**config.mk**
```make
export PLATFORM = sky130hd
export DESIGN_NAME = alu_32
export DESIGN_NICKNAME = d
export VERILOG_FILES = /design/src/rtl/alu_32.sv
export SDC_FILE = /design/constraint.sdc
export NUM_CORES = 1
export LEC_CHECK = 0
export ABC_AREA = 1
export CORE_ASPECT_RATIO = 1.25
export CORE_MARGIN = 1
export CORE_UTILIZATION = 23
export DETAILED_ROUTE_END_ITERATION = 8
export GPL_TIMING_DRIVEN = 0
export PLACE_DENSITY = 0.48
export SLEW_MARGIN = 10
export SYNTH_ARGS = -nofsm -noshare
export SYNTH_HDL_FRONTEND = slang
export SYNTH_SLANG_ARGS = --single-unit
```
**constraint.sdc**
```tcl
create_clock -name clk -period 0.8 [get_ports clk]
set_input_delay 0.16 -clock clk [delete_from_list [all_inputs] [get_ports clk]]
set_output_delay 0.16 -clock clk [all_outputs]
set_load 0.005 [all_outputs]
```
**src/rtl/alu_32.sv**
```systemverilog
// Registered 32-bit ALU: eight logic/arithmetic ops with carry, negative, zero and overflow flags.
// ADD and SUB share one ripple adder built from full-adder cells; every output is registered.
module alu_32 (
  input  logic        clk,
  input  logic        reset_n,
  input  logic [31:0] a,
  input  logic [31:0] b,
  input  logic [2:0]  op,
  output logic [31:0] result,
  output logic        c,
  output logic        n,
  output logic        z,
  output logic        v
);

  typedef enum logic [2:0] {
    OP_NOTA = 3'b000,
    OP_NOTB = 3'b001,
    OP_AND  = 3'b010,
    OP_OR   = 3'b011,
    OP_XOR  = 3'b100,
    OP_XNOR = 3'b101,
    OP_ADD  = 3'b110,
    OP_SUB  = 3'b111
  } op_e;

  logic        w_isSub;
  logic        w_isArith;
  logic [31:0] w_addB;
  logic [31:0] w_sum;
  logic [32:0] w_carry;
  logic [31:0] w_res;
  logic        w_c;
  logic        w_v;

  logic [31:0] r_result;
  logic        r_c;
  logic        r_n;
  logic        r_z;
  logic        r_v;

  assign w_isSub    = (op == OP_SUB);
  assign w_isArith  = (op == OP_ADD) || (op == OP_SUB);
  // SUB reuses the adder as a + ~b + 1
  assign w_addB     = w_isSub ? ~b : b;
  assign w_carry[0] = w_isSub;

  for (genvar i = 0; i < 32; i++) begin : g_fullAdder
    assign w_sum[i]       = a[i] ^ w_addB[i] ^ w_carry[i];
    assign w_carry[i + 1] = (a[i] & w_addB[i]) | (w_carry[i] & (a[i] ^ w_addB[i]));
  end

  always_comb begin
    w_res = 32'h0;
    case (op_e'(op))
      OP_NOTA: w_res = ~a;
      OP_NOTB: w_res = ~b;
      OP_AND:  w_res = a & b;
      OP_OR:   w_res = a | b;
      OP_XOR:  w_res = a ^ b;
      OP_XNOR: w_res = ~(a ^ b);
      OP_ADD:  w_res = w_sum;
      OP_SUB:  w_res = w_sum;
      default: w_res = 32'h0;
    endcase
  end

  // Overflow: the effective operands agree in sign but the sum does not
  assign w_c = w_isArith & w_carry[32];
  assign w_v = w_isArith & (a[31] == w_addB[31]) & (w_sum[31] != a[31]);

  always_ff @(posedge clk or negedge reset_n) begin
    if (!reset_n) begin
      r_result <= 32'h0;
      r_c      <= 1'b0;
      r_n      <= 1'b0;
      r_z      <= 1'b0;
      r_v      <= 1'b0;
    end else begin
      r_result <= w_res;
      r_c      <= w_c;
      r_n      <= w_res[31];
      r_z      <= (w_res == 32'h0);
      r_v      <= w_v;
    end
  end

  assign result = r_result;
  assign c      = r_c;
  assign n      = r_n;
  assign z      = r_z;
  assign v      = r_v;

endmodule

```
==> summary.md, run 1 <==
| Metric | Value |
|---|---|
| Post-synthesis sequential area ratio | `17.3%` |
| Via-to-Cell Ratio | `between 4 and 5` |
| Synth top area cells | `nand2_1 18%, dfrtp_1 17%, ha_1 16%, fa_1 12%, inv_1 11%` |
| ANT cells | `0` |
| Die area | `0.0226 mm²` |
| Critical-path maximum fanout | `4` |
| Post-synth ARST share | `100%` |
| Total grt overflow | `0` |
| Leakage power | `3.74 nW` |
| CP required | `1020 ps` |
| I/O Pins | `105` |
| Post-route antenna net violation count | `0` |
| Row Count | `60` |
| IO buf count | `102` |
| Antenna violations before repair | `0` |
| Status | `finished, violations left` |
| GR Util All Layers | `16.5%` |
| Final-report hold violation count | `18` |
| Fin crit period | `12420 ps` |
| Post-DP HPWL | `13900 µm` |
| Slowest cell delay on critical path | `about 460 ps` |
| Class of the worst hold path | `input pin to async pin` |
| Failing checks | `negative hold slack, negative setup slack` |
| Sequential power share | `26.5%` |
| Critical Path Source | `op[2]` |
| CTS clk-pin slew, worst paths | `roughly 60 ps` |
| Syn Inst Count | `757` |
| DR WL/cell | `15.6 µm` |
| Vias in the first global route | `4787` |
| CTS tree | `built` |
| DRC viols | `0` |
| CP Capture Point | `z` |
| FF+latch count, synth | `35` |
| Fin area | `0.00706 mm²` |
| Vias | `4863` |
| Clock Tree Root | `clkbuf_16` |
| Die height | `168 µm` |
| Clk buf depth | `2` |
| Fin nets | `1058` |
| Core area | `0.0215 mm²` |
| Maximum vdd drop | `877 µV` |
| Slew margin rel. | `49.5%` |
| Fin crit share | `1550%` |
| Synth Warn # | `0` |
| H-Tree Depth | `2` |
| Worst setup SP type | `input pin` |
| DRT iter0 DRCs | `140` |
| Max cap viols | `0` |
| Synth cell types | `28` |
| Placed Area | `0.00660 mm²` |
| Power density cells | `1130 mW/mm²` |
| Post-synth EDFFs | `0` |
| Actual slew at the worst max-slew pin | `roughly 760 ps` |
| Clock network power share | `25.1%` |
| Worst EP arrival | `roughly 13000 ps` |
| Initial Util | `a little under a quarter` |
| Area of the mapped netlist | `just over 0.005 mm²` |
| CP Class | `input pin to flip-flop` |
| Endpoint type of the worst setup path | `flip-flop` |
| Drt total wl | `around 18000 µm` |
| Syn Area/Cell | `6.68 µm²` |
| FMAX | `0.0805 GHz` |
| Largest net degree at the start of global routing | `20` |
| Sink Count | `35` |
| Yosys top cell area share | `between 15 and 20%` |
| Fin. max-slew vios | `0` |
| Psw | `3.07 mW` |
| RSZ-0062 raised after global routing | `yes` |
| Ratio of cells with drive above 1 in the final layout | `21.3%` |
| Area growth syn-to-layout | `39.5%` |
| Syn Nets | `between 900 and 1000` |
| Worst hold slack | `-171 ps` |
| Comb power frac | `48.4%` |
| Setup violators final | `71` |
| Num CTS Buffers | `5` |
| First-pass GRT wire length | `about 28000 µm` |
| Drt pass-1 iters | `4` |
| CP max stage cell | `fa_2` |
| Top FF cell, synth | `dfrtp_1` |
| P_int | `4.92 mW` |
| Cell accounting for the most synthesized area | `nand2_1` |
| Sw frac | `38.5%` |
| Total negative slack | `-222820 ps` |
| GP Congestion | `0.815` |
| Die Wd | `135 µm` |
| Cell mode on critical path | `fa_2` |
| Final worst-path setup slack | `-11620 ps` |
| Final core occ | `32.8%` |
-- per-layer routing --
layer | track usage, % | routed length, µm
met5 | 0 | 0
met4 | 4.69 | 402
met3 | 1.05 | 882
met2 | 31.4 | 9720
met1 | 19.5 | 7240
-- cells in the final DEF (no fill, tap or decap), types with 3 or more instances in the layout --
cell type	instances
nand2_1	235
inv_1	141
nand3_1	67
ha_1	64
clkdlybuf4s50_1	61
buf_2	46
nor2_1	45
dfrtp_1	35
fa_2	31
xor2_1	29
buf_4	28
nand3_2	14
nor2_2	14
o21ai_0	14
inv_2	8
buf_6	8
nand2_2	7
buf_12	6
o21ai_1	5
clkbuf_16	5
buf_8	4
nor2_4	3
-- through the flow --
stage	worst slack, ps	total power [mW]	hold slack, ps	cells
after floorplan	-11780	4.15	-136	757
after global placement	-13490	5.97	519	1138
after detailed placement	-13440	6.01	163	1139
after CTS	-11680	7.93	-145	1159
after global routing	-11980	8.61	-121	1173
final	-11620	7.99	-171	1173
-- cells in the mapped netlist (all sizes together), types with 2 or more instances --
| cell type | count |
|---|---|
| or2 | 2 |
| nor2 | 62 |
| ha | 65 |
| fa | 31 |
| nand2 | 243 |
| nand3 | 83 |
| inv | 150 |
| dfrtp | 35 |
| nor3 | 2 |
| o21ai | 20 |
| buf | 28 |
| xor2 | 31 |
-- cell type report --
type	count	area [µm²]
Buffer	28	274
Clock buffer	6	129
Clock inverter	2	12.5
Fill cell	2363	14500
Inverter	150	576
Multi-Input combinational cell	543	3730
Sequential cell	35	876
Tap cell	279	349
Timing Repair Buffer	130	1110
-- cell families after synthesis --
| group | count (synthesis) | share of synthesized area, % |
|---|---|---|
| adder cells (fa/ha/maj) | 96 | 28.3 |
| AO/OA/AOI/OAI | 23 | 2.37 |
| AND/OR/NAND/NOR | 392 | 31.9 |
| buffers and inverters | 179 | 14.6 |
| flip-flops | 35 | 17.3 |
| XOR/XNOR | 32 | 5.54 |
-- power groups by stage --
stage / combinational, mW / sequential [mW] / clock, mW
CTS: 3.74 / 2.12 / 2.08
global route: 4.36 / 2.15 / 2.10
finish: 3.87 / 2.11 / 2.01
floorplan: 1.96 / 2.19 / 0
detailed placement: 3.85 / 2.16 / 0
global placement: 3.81 / 2.16 / 0
-- critical path, delay by kind of cell --
family | cells | cell delay (ps)
xor gates and xnor gates | 1 | 140
adders and majority gates | 31 | 10840
buffers and inverters | 8 | 640
and+or+nand+nor | 10 | 810
-- what timing repair did --
item                       4_1_cts  5_1_grt
gates resized for setup        193       42
setup endpoints to repair       71       71
hold endpoints to repair        18       18
buffers inserted                12       15
pin swaps                       44       17
-- worst min-delay path by stage --
stage,cells after the start,to
after global placement,3,c
after CTS,1,result[3]
final,1,result[3]
after floorplan,0,c
after detailed placement,1,result[3]
after global routing,1,result[3]
-- sequential cells by signal, indices dropped and copies added, names as in the netlist --
name    count
z           1
v           1
c           1
n           1
result     31
Power figures use the tool's default switching activity.
==> inputs of run 2 (changes only) <==
--- a/config.mk
+++ b/config.mk
@@ -8,10 +8,10 @@
 export ABC_AREA = 1
 export CORE_ASPECT_RATIO = 1.25
 export CORE_MARGIN = 1
-export CORE_UTILIZATION = 23
+export CORE_UTILIZATION = 30
 export DETAILED_ROUTE_END_ITERATION = 8
 export GPL_TIMING_DRIVEN = 0
-export PLACE_DENSITY = 0.48
+export PLACE_DENSITY = 0.58
 export SLEW_MARGIN = 10
 export SYNTH_ARGS = -nofsm -noshare
 export SYNTH_HDL_FRONTEND = slang
==> summary.md, run 2 (synthesized netlist as in run 1, its figures left out) <==
| Metric | Value |
|---|---|
| Class of the worst hold path | `input pin to async pin` |
| Via-to-Cell Ratio | `~4.4` |
| Tot Pwr | `8.14 mW` |
| Die Wd | `118 µm` |
| Post-DP HPWL | `12500 µm` |
| IO buf count | `102` |
| Initial Util | `31.0%` |
| Most common cell after layout, fill and taps aside | `nand2_1` |
| CP Capture Point | `z` |
| Drt total wl | `16400 µm` |
| ANT cells | `0` |
| Slew margin rel. | `between 50% and 60%` |
| Area growth syn-to-layout | `33.6%` |
| Clk buf depth | `2` |
| GR Util All Layers | `about a fifth` |
| Slowest cell delay on critical path | `460 ps` |
| H-Tree Depth | `2` |
| Critical Path Source | `op[2]` |
| Cell mode on critical path | `fa_2` |
| DR WL/cell | `14.9 µm` |
| Antenna violations before repair | `0` |
| Setup violators final | `71` |
| GP Congestion | `0.854` |
| First-pass GRT wire length | `25900 µm` |
| Delay-heaviest family, CP | `adder cells` |
| Fin. max-slew vios | `0` |
| Actual slew at the worst max-slew pin | `683 ps` |
| Ratio of cells with drive above 1 in the final layout | `18.4%` |
| Fin crit period | `~12000 ps` |
| Worst path buffer plus inverter count | `8` |
| Place WS | `-13430 ps` |
| CP required | `just over 1000 ps` |
| Worst EP arrival | `12610 ps` |
| Leakage power | `between 3 and 4 nW` |
| Final-report hold violation count | `15` |
| Critical path depth in cells | `50` |
| CTS clk-pin slew, worst paths | `60 ps` |
| DRT iter0 DRCs | `~300` |
| Row Count | `52` |
| Post-route antenna net violation count | `0` |
| Maximum vdd drop | `719 µV` |
| CP max stage cell | `fa_2` |
| Num CTS Buffers | `5` |
| CTS tree | `built` |
| Drt pass-1 iters | `4` |
| Worst setup SP type | `input pin` |
| Final worst-path setup slack | `-11590 ps` |
| Die area | `0.0174 mm²` |
| Commonest cells after routing, fill and taps aside | `239 x nand2_1, 139 x inv_1, 71 x nand3_1, 65 x ha_1, 62 x clkdlybuf4s50_1` |
| Endpoint type of the worst setup path | `flip-flop` |
| Largest register FFs | `31` |
| Total grt overflow | `0` |
| Power density cells | `1200 mW/mm²` |
| Vias | `roughly 4800` |
| I/O Pins | `between 100 and 150` |
| Largest net degree at the start of global routing | `21` |
| RSZ-0062 raised after global routing | `yes` |
| Worst hold slack | `-191 ps` |
| Vias in the first global route | `4826` |
| Status | `finished, violations left` |
| DRC viols | `0` |
| Fin nets | `1045` |
| Critical-path maximum fanout | `4` |
| Max cap viols | `0` |
| CP Class | `input pin to flip-flop` |
| Die height | `around 150 µm` |
| FMAX | `0.0807 GHz` |
| Clock Tree Root | `clkbuf_16` |
| Core area | `0.0163 mm²` |
| Sink Count | `35` |
| Failing checks | `negative hold slack, negative setup slack` |
| Total negative slack | `-222130 ps` |
| Fin crit share | `1550%` |
-- run 2: cell types whose count changed in the layout (fill, tap and decap cells not counted), sizes merged --
cell,change
buf,-13
bufinv,+1
clkdlybuf4s15,-2
clkdlybuf4s50,+1
clkinv,-1
clkinvlp,-1
dlygate4sd2,+1
inv,+1
-- run 2: worst min path at each step --
| stage | slack, ps | cells past startpoint | from | to |
|---|---|---|---|---|
| 2_1_floorplan | -140 | 0 | reset_n | c |
| 3_3_place_gp | 530 | 3 | op[1] | c |
| 3_5_place_dp | 140 | 1 | reset_n | result[4] |
| 4_1_cts | -180 | 1 | reset_n | result[4] |
| 5_1_grt | -170 | 1 | reset_n | result[4] |
| 6_report | -190 | 1 | reset_n | result[4] |
-- run 2: metal layers --
metal / share of wire [%] / up-vias / GRT usage [%] / routed length (µm)
li1: - / 2491 / - / -
met1: 42 / 2155 / 23.8 / 6820
met2: 50 / 128 / 35.1 / 8160
met3: 5.0 / 36 / 2.41 / 819
met4: 3.5 / 0 / 9.55 / 581
met5: 0 / - / 0 / 0
-- run 2: repair_timing --
| item | in CTS | in global routing |
|---|---|---|
| setup buffers | 13 | 2 |
| gates resized for setup | 174 | 17 |
| pin swaps | 57 | 8 |
| endpoints found under the setup margin | 71 | 71 |
| endpoints found under the hold margin | 15 | 15 |
-- run 2: power breakdown --
part / switching [mW] / internal [mW]
Sequential: 0.0677 / 2.05
Combinational: 2.04 / 1.64
Clock: 0.799 / 1.55
Total: 2.91 / 5.23
-- run 2: area by class of cell --
type                       instances  area (µm²)
buffer                            28         241
clock buffer                       6         139
clock inverter                     2        35.0
fill                            1718        9570
inverter                         150         566
multi-input combinational        543        3640
sequential                        35         876
tap                              216         270
timing repair buffer             117         990
-- run 2: per-stage QoR --
stage | utilization (%) | hold slack [ps] | cells | area (µm²)
floorplan | - | -136 | 757 | 5210
global placement | 39.8 | 531 | 1075 | 6500
detailed placement | 39.9 | 140 | 1076 | 6520
CTS | 41.0 | -176 | 1096 | 6690
global route | 41.4 | -167 | 1097 | 6760
finish | 41.4 | -191 | 1097 | 6760
==> inputs of run 3 (changes only) <==
--- a/config.mk
+++ b/config.mk
@@ -12,7 +12,7 @@
 export DETAILED_ROUTE_END_ITERATION = 8
 export GPL_TIMING_DRIVEN = 0
 export PLACE_DENSITY = 0.58
-export SLEW_MARGIN = 10
+export SLEW_MARGIN = 25
 export SYNTH_ARGS = -nofsm -noshare
 export SYNTH_HDL_FRONTEND = slang
 export SYNTH_SLANG_ARGS = --single-unit
==> results of run 3 <==
The final DEF is identical to that of run 2; final timing and power are the same.
